[config.mk]
export PLATFORM = sky130hd
export DESIGN_NAME = datamemory_store_unit
export DESIGN_NICKNAME = d
export VERILOG_FILES = /design/src/rtl/datamemory_store_unit.sv
export SDC_FILE = /design/constraint.sdc
export NUM_CORES = 2
export LEC_CHECK = 0
export ABC_CLOCK_PERIOD_IN_PS = 11650
export BUFFER_PORTS_ARGS = -buffer_cell sky130_fd_sc_hd__clkbuf_2
export CORE_AREA = 2 2 428 430
export CTS_CLUSTER_SIZE = 24
export DETAILED_ROUTE_END_ITERATION = 8
export DIE_AREA = 0 0 430 432
export PLACE_DENSITY_LB_ADDON = 0.25
export SYNTH_ARGS = -nofsm -noshare
export SYNTH_HDL_FRONTEND = slang
export SYNTH_SLANG_ARGS = --single-unit
export TNS_END_PERCENT = 30
[constraint.sdc]
create_clock -name clk -period 11.65 [get_ports clk]
set_clock_uncertainty 0.05 [all_clocks]
set_input_delay 2.33 -clock clk [delete_from_list [all_inputs] [get_ports clk]]
set_output_delay 2.33 -clock clk [all_outputs]
set_load 0.03 [all_outputs]
[src/rtl/datamemory_store_unit.sv]
// Data memory store unit: buffers one store per PE, round-robin arbitrates them onto one registered write port.
// Optional DATAMEM_STORE_RANGE_CHK_EN drops out-of-range stores and raises a sticky Err_Out.
module datamemory_store_unit #(
  parameter int unsigned NB_ROWS = 4,
  parameter int unsigned NB_COLS = 4,
  parameter int unsigned ADDR_W  = 12
) (
  input  logic                                clk,
  input  logic                                rst_n,
  input  logic [NB_ROWS*NB_COLS-1:0]          Store_Valid_In,
  input  logic [NB_ROWS*NB_COLS-1:0][31:0]    Store_Addr_In,
  input  logic [NB_ROWS*NB_COLS-1:0][31:0]    Store_Data_In,
  output logic [NB_ROWS*NB_COLS-1:0]          Store_Ready_Out,
  output logic                                Busy_Out,
  output logic                                Mem_We_Out,
  output logic [ADDR_W-1:0]                   Mem_Addr_Out,
  output logic [31:0]                         Mem_Data_Out
`ifdef DATAMEM_STORE_RANGE_CHK_EN
  ,
  output logic                                Err_Out
`endif
);

  localparam int unsigned N     = NB_ROWS * NB_COLS;
  localparam int unsigned PTR_W = (N > 1) ? $clog2(N) : 1;

  logic [N-1:0]             pend;
  logic [N-1:0][ADDR_W-1:0] addr_q;
  logic [N-1:0][31:0]       data_q;
  logic [PTR_W-1:0]         rr_ptr;

  logic [N-1:0]             gnt;
  logic                     gnt_any;
  logic [PTR_W-1:0]         g_idx;
  logic [PTR_W-1:0]         rr_next;
  logic [N-1:0]             handshake;
  logic [N-1:0]             accept;

  // First pending slot found scanning cyclically from rr_ptr.
  always_comb begin : arb
    int unsigned idx;
    gnt     = '0;
    gnt_any = 1'b0;
    g_idx   = '0;
    rr_next = rr_ptr;
    idx     = 0;
    for (int unsigned k = 0; k < N; k++) begin
      idx = (int'(rr_ptr) + k) % N;
      if (!gnt_any && pend[idx]) begin
        gnt_any  = 1'b1;
        gnt[idx] = 1'b1;
        g_idx    = PTR_W'(idx);
        rr_next  = PTR_W'((idx + 1) % N);
      end
    end
  end

  assign Store_Ready_Out = ~pend | gnt;
  assign Busy_Out        = |pend;
  assign handshake       = Store_Valid_In & Store_Ready_Out;

`ifdef DATAMEM_STORE_RANGE_CHK_EN
  logic [N-1:0] oob;
  logic         err_q;

  always_comb begin
    oob = '0;
    for (int unsigned i = 0; i < N; i++) begin
      oob[i] = |Store_Addr_In[i][31:ADDR_W];
    end
  end

  // Out-of-range requests still complete the handshake but never occupy a slot.
  assign accept = handshake & ~oob;

  always_ff @(posedge clk or negedge rst_n) begin
    if (!rst_n) begin
      err_q <= 1'b0;
    end else if (|(handshake & oob)) begin
      err_q <= 1'b1;
    end
  end

  assign Err_Out = err_q;
`else
  logic unused_addr_hi;

  always_comb begin
    unused_addr_hi = 1'b0;
    for (int unsigned i = 0; i < N; i++) begin
      unused_addr_hi = unused_addr_hi ^ (^Store_Addr_In[i][31:ADDR_W]);
    end
  end

  assign accept = handshake;
`endif

  // A same-edge capture takes priority over the grant clearing the slot.
  always_ff @(posedge clk or negedge rst_n) begin
    if (!rst_n) begin
      pend   <= '0;
      addr_q <= '0;
      data_q <= '0;
    end else begin
      for (int unsigned i = 0; i < N; i++) begin
        if (accept[i]) begin
          pend[i]   <= 1'b1;
          addr_q[i] <= Store_Addr_In[i][ADDR_W-1:0];
          data_q[i] <= Store_Data_In[i];
        end else if (gnt[i]) begin
          pend[i] <= 1'b0;
        end
      end
    end
  end

  always_ff @(posedge clk or negedge rst_n) begin
    if (!rst_n) begin
      rr_ptr       <= '0;
      Mem_We_Out   <= 1'b0;
      Mem_Addr_Out <= '0;
      Mem_Data_Out <= '0;
    end else if (gnt_any) begin
      rr_ptr       <= rr_next;
      Mem_We_Out   <= 1'b1;
      Mem_Addr_Out <= addr_q[g_idx];
      Mem_Data_Out <= data_q[g_idx];
    end else begin
      Mem_We_Out <= 1'b0;
    end
  end

endmodule

# After elaboration in Yosys (flattened, before gate mapping)
# Cells that the tools add are included.
[op_classes]
n_addsub = 30
n_bitwise = 18
n_mux = 165
n_lt_le_gt_ge = 33
n_reduce_logical = 65
[op_table]
columns = ["cell", "count"]
rows = [
  ["$mux 16", 16],
  ["$or 16x16->16", 16],
  ["$bmux 32 s4", 1],
  ["$mux 4", 32],
  ["$lt 4x5->1 const B", 17],
  ["$mux 1", 81],
  ["$add 4x1->4 const B", 16],
  ["$bmux 1 s4", 16],
  ["$demux 1 s4", 16],
  ["$ge 4x1->1 const B", 16],
  ["$bmux 12 s4", 1],
  ["$add 4x4->4 const B", 8],
  ["$mux 32", 1],
  ["$reduce_bool 2->1", 16],
  ["$logic_and 1x1->1", 31],
  ["$add 4x3->4 const B", 4],
  ["$and 16x16->16", 1],
  ["$not 16->16", 1],
  ["$reduce_bool 16->1", 1],
  ["$reduce_or 16->1", 1],
  ["$logic_not 1->1", 15],
  ["$mux 12", 1],
  ["$add 4x2->4 const B", 2],
  ["$reduce_and 2->1", 1],
]
[word_totals]
out_inout_bits = 62
ff_bits = 769
input_bits = 1042
elab_cells = 363

# Depth between registers and ports, before layout
[depth]
depth_word = 51
depth_mapped = 23
ltp_nobuf = 14

# Worst setup path after synthesis
# OpenSTA, ideal clock, no wires.
[synth_path]
kind = "reg2out"
start = "register rr_ptr[1]"
end = "output port Store_Ready_Out[9]"
t_arrival_ps = 4795
path_stages_with_launch = 19
path_buffers = 7
slack_ps = 4475
cell_sequence = "dfrtp_1 buf_2 buf_4 buf_2 inv_1 ha_1 buf_2 buf_2 mux4_2 mux4_2 buf_6 or4b_4 or4_1 buf_2 nor2_1 nor2_1 a21oi_1 o21a_1 a211o_1"
[synth_via]
elab_chain_cells = 49
[synth_rtl]
columns = ["element", "line_no", "text"]
rows = [
  ["from (decl)", "30", "logic [PTR_W-1:0] rr_ptr;"],
  ["from (signal assigned)", "124", "rr_ptr <= rr_next;"],
  ["branches (longest 47 deep; another with $lt 4x5->1)", "n/a", ""],
  ["$mux 16 *", "49", "if (!gnt_any && pend[idx]) begin"],
  ["$or 16x16->16 *", "58", "assign Store_Ready_Out = ~pend | gnt;"],
  ["to (decl)", "13", "output logic [NB_ROWS*NB_COLS-1:0] Store_Ready_Out,"],
]
# Every way passes the cells marked *. The select of a mux whose other input is x is not followed.

# Final worst setup path
[layout_path]
start = "register rr_ptr[1]"
end = "output port Store_Ready_Out[15]"
# Same word-level chain as after synthesis.

==> results.toml <==
[floorplanning]
coreArea_mm2 = 0.182
die_h_um = 432
die_area_mm2 = 0.186
start_util_pct = 22.0
io_pins = 1104
die_w_um = 430
rows = 157

[critical_path]
startpoint_type = "flip-flop"
reg2reg_to = "Mem_Data_Out[9]"
r2r_slack_ns = 3.50
cp.arrival_ns = 6.73
required_ns = 9.27
critPathCaptureType = "output pin"
r2r_start = "rr_ptr[1]"
critPathSlowestCell = "mux4_2"
reg2regPathDepth = 16
path_class = "flip-flop to output pin"
path_buf_inv = 4
worst_path_dominant_cell_family = "simple AND/OR/NAND/NOR gates"
worstPathMaxFanout = 27
slowest_delay_ns = 0.76
critical_path.cell_chain = "buf_4 -> inv_1 -> ha_1 -> buf_4 -> mux4_2 -> mux4_2 -> or4b_4 -> nor2_1 -> nand3_1 -> o221ai_1 -> a31oi_1 -> nand4_1 -> clkbuf_2"

[global_routing]
grt_pass1_vias = 33100
grt_pass1_wl_mm = 265
gr-total-overflow = 0
grt_use_total_pct = 20.0
antenna_found_initial = 83
grt_max_degree = 125

[clocking]
cts_resized = 0
holdBufCountCts = 0
clk_pin_slew_ns = 0.06
cts-root-buf = "clkbuf_16"
cts.htree.levels = 3
tritoncts = "yes"
cts_sinks = 769
postCtsSetupBuffers = 0
clock_latency_ns = 0.76
clockBufferDepth = 3
cts_buffers = 96

[yosys]
ys_ff_latch = 769
async_reset_ff_share_pct = 100
syn-num-nets = 4497
syn_area_per_cell_um2 = 11.6
synth-edff-count = 0
syn_area_mm2 = 0.0399
ys_warn_count = 0
yosysSeqAreaShare_pct = 48.2
syn_inst = 3442
synth_flop_cell = "dfrtp_1"
synthDistinctLibCells = 75

[run]
maxCapViolCount = 0

[timing]
setup_violations = 0
hold_viol_final = 0
fmax_mhz = 110
slew_violations = 0
period_share_pct = 78.2
fin_tns_setup_ns = 0
timing.final.ws_setup_ns = 2.54
maxSlewHeadroom_pct = 23.4
period_minus_slack_ns = 9.11
worst_pin_slew_ns = 1.12
rsz0062_at_grt = "no"

[route]
drcViolationCount = 0
vias = 32300
ant_nets = 0
first_pass_iters = 6
routedWlPerCell_um = 28.6
drt_iter0_drc = 2440
viasPerCell = 4.88
routed_wl_mm = 190

[cells_and_area]
fillerInstances = 19200
nets = 5188
final_common_cell = "clkbuf_2"
regArea_mm2 = 0.0192
design_area_mm2 = 0.0498
multi_input_area_mm2 = 0.0194
drive_above_1_share_pct = 40.6
most-common-layout-cells = "clkbuf_2, dfrtp_1, mux2_2"
utilization_pct = 27.4
syn_to_final_growth_pct = 24.7

[placed_design]
placed_cell_area_mm2 = 0.0465
io_buffers = 783
post-place-ws_ns = 3.37
place_hpwl_mm = 139
routabilityCongestion = 0.923

[min_path]
min_to = "data_q[407]"
min_delay_path_depth = 1
hold_path_class = "flip-flop to flip-flop"
min-delay-start = "data_q[407]"

[pwr]
vdd_drop_max_mv = 0.286
power_density_mw_per_mm2 = 381
p_leak_nw = 21.6

[status]
run_status = "complete, no violations"
## worst reg2reg max path: stages (launching register included)
cell,delay (ns)
dfrtp_1,0.32
buf_4,0.36
inv_1,0.32
ha_1,0.35
buf_4,0.32
mux4_2,0.69
mux4_2,0.77
or4b_4,0.67
nor2_1,0.32
nand3_1,0.65
a31oi_1,0.64
o21a_4,0.73
buf_4,0.61
nor3_1,0.09
or4_1,0.61
o211a_1,0.34
a311oi_2,0.26
## kinds of logic after synthesis
logic type | after synthesis | share of synthesized area (%)
and+or+nand+nor | 859 | 10.2
adders and majority gates | 13 | 0.408
xor gates and xnor gates | 22 | 0.483
muxes | 821 | 25.2
AOI/OAI and AO/OA | 625 | 11.9
buffers and inverters | 333 | 3.61
DFF | 769 | 48.2
## per-layer routing
layer	share of wire, %	track usage (%)	up-vias
li1	-	-	14100
met1	43	26.6	16700
met2	46	31.6	1197
met3	7.1	5.07	286
met4	3.1	6.74	46
met5	0.16	0	-
## area by class of cell
type	count	area share (%)
flip-flops and latches	769	38.7
repair buffers	864	9.32
diodes	35	0.176
clock inverters	30	0.888
clock buffers	138	5.49
multi-input cells	2340	39.0
well taps	2385	6.00
inverters	62	0.468
## metrics by stage
stage / instances / hold WS, ns / total power [mW]
after floorplan: 3442 / 0.399 / 11.7
after global placement: 6420 / 0.412 / 15.9
after detailed placement: 6420 / 0.417 / 16.0
after CTS: 6588 / 0.430 / 19.2
after global routing: 6618 / 0.443 / 20.1
final: 6623 / 0.428 / 19.0
## worst max path at each step
stage	cells after the start	startpoint	slack (ns)	to
after floorplan	18	rr_ptr[1]	4.47	Store_Ready_Out[9]
after global placement	14	rr_ptr[1]	3.41	Store_Ready_Out[9]
after detailed placement	14	rr_ptr[1]	3.37	Store_Ready_Out[9]
after CTS	14	rr_ptr[1]	2.57	Store_Ready_Out[9]
after global routing	15	rr_ptr[1]	2.31	Store_Ready_Out[8]
final	13	rr_ptr[1]	2.54	Store_Ready_Out[15]
## Yosys cell counts, types with 8 or more instances
| cell type | n | area (um2) |
|---|---|---|
| or4_1 | 46 | 345 |
| o21ai_0 | 98 | 490 |
| nand3_1 | 38 | 190 |
| buf_6 | 8 | 90.1 |
| nor2_1 | 159 | 597 |
| a31oi_1 | 13 | 81.3 |
| a21oi_1 | 161 | 806 |
| a221oi_1 | 57 | 499 |
| dfrtp_1 | 769 | 19200 |
| nand4_1 | 16 | 100 |
| mux2_1 | 182 | 2050 |
| nor3_1 | 161 | 806 |
| o211ai_1 | 17 | 128 |
| o221ai_1 | 12 | 105 |
| clkbuf_1 | 165 | 619 |
| mux4_2 | 76 | 1710 |
| a21o_1 | 47 | 353 |
| o211a_1 | 43 | 430 |
| mux2_2 | 535 | 6020 |
| a311oi_2 | 43 | 646 |
| nand2_1 | 320 | 1200 |
| o22ai_1 | 15 | 93.8 |
| mux2i_1 | 28 | 280 |
| inv_1 | 59 | 221 |
| ha_1 | 13 | 163 |
| buf_2 | 84 | 420 |
| and2_1 | 57 | 357 |
| xnor2_1 | 17 | 149 |
| a2111o_1 | 43 | 484 |
| nand2b_1 | 22 | 138 |
## power breakdown
part / switching, mW / total [mW] / internal (mW)
clock network: 1.30 / 3.09 / 1.79
logic: 6.87 / 11.0 / 4.14
registers: 0.772 / 4.87 / 4.09
## registers in the layout, indices dropped and copies added, names as in the netlist
| register | count |
|---|---|
| data_q | 512 |
| addr_q | 192 |
| Mem_Data_Out | 32 |
| pend | 16 |
| Mem_Addr_Out | 12 |
| rr_ptr | 4 |
| Mem_We_Out | 1 |
No activity file was read; power rests on OpenSTA's default activity.
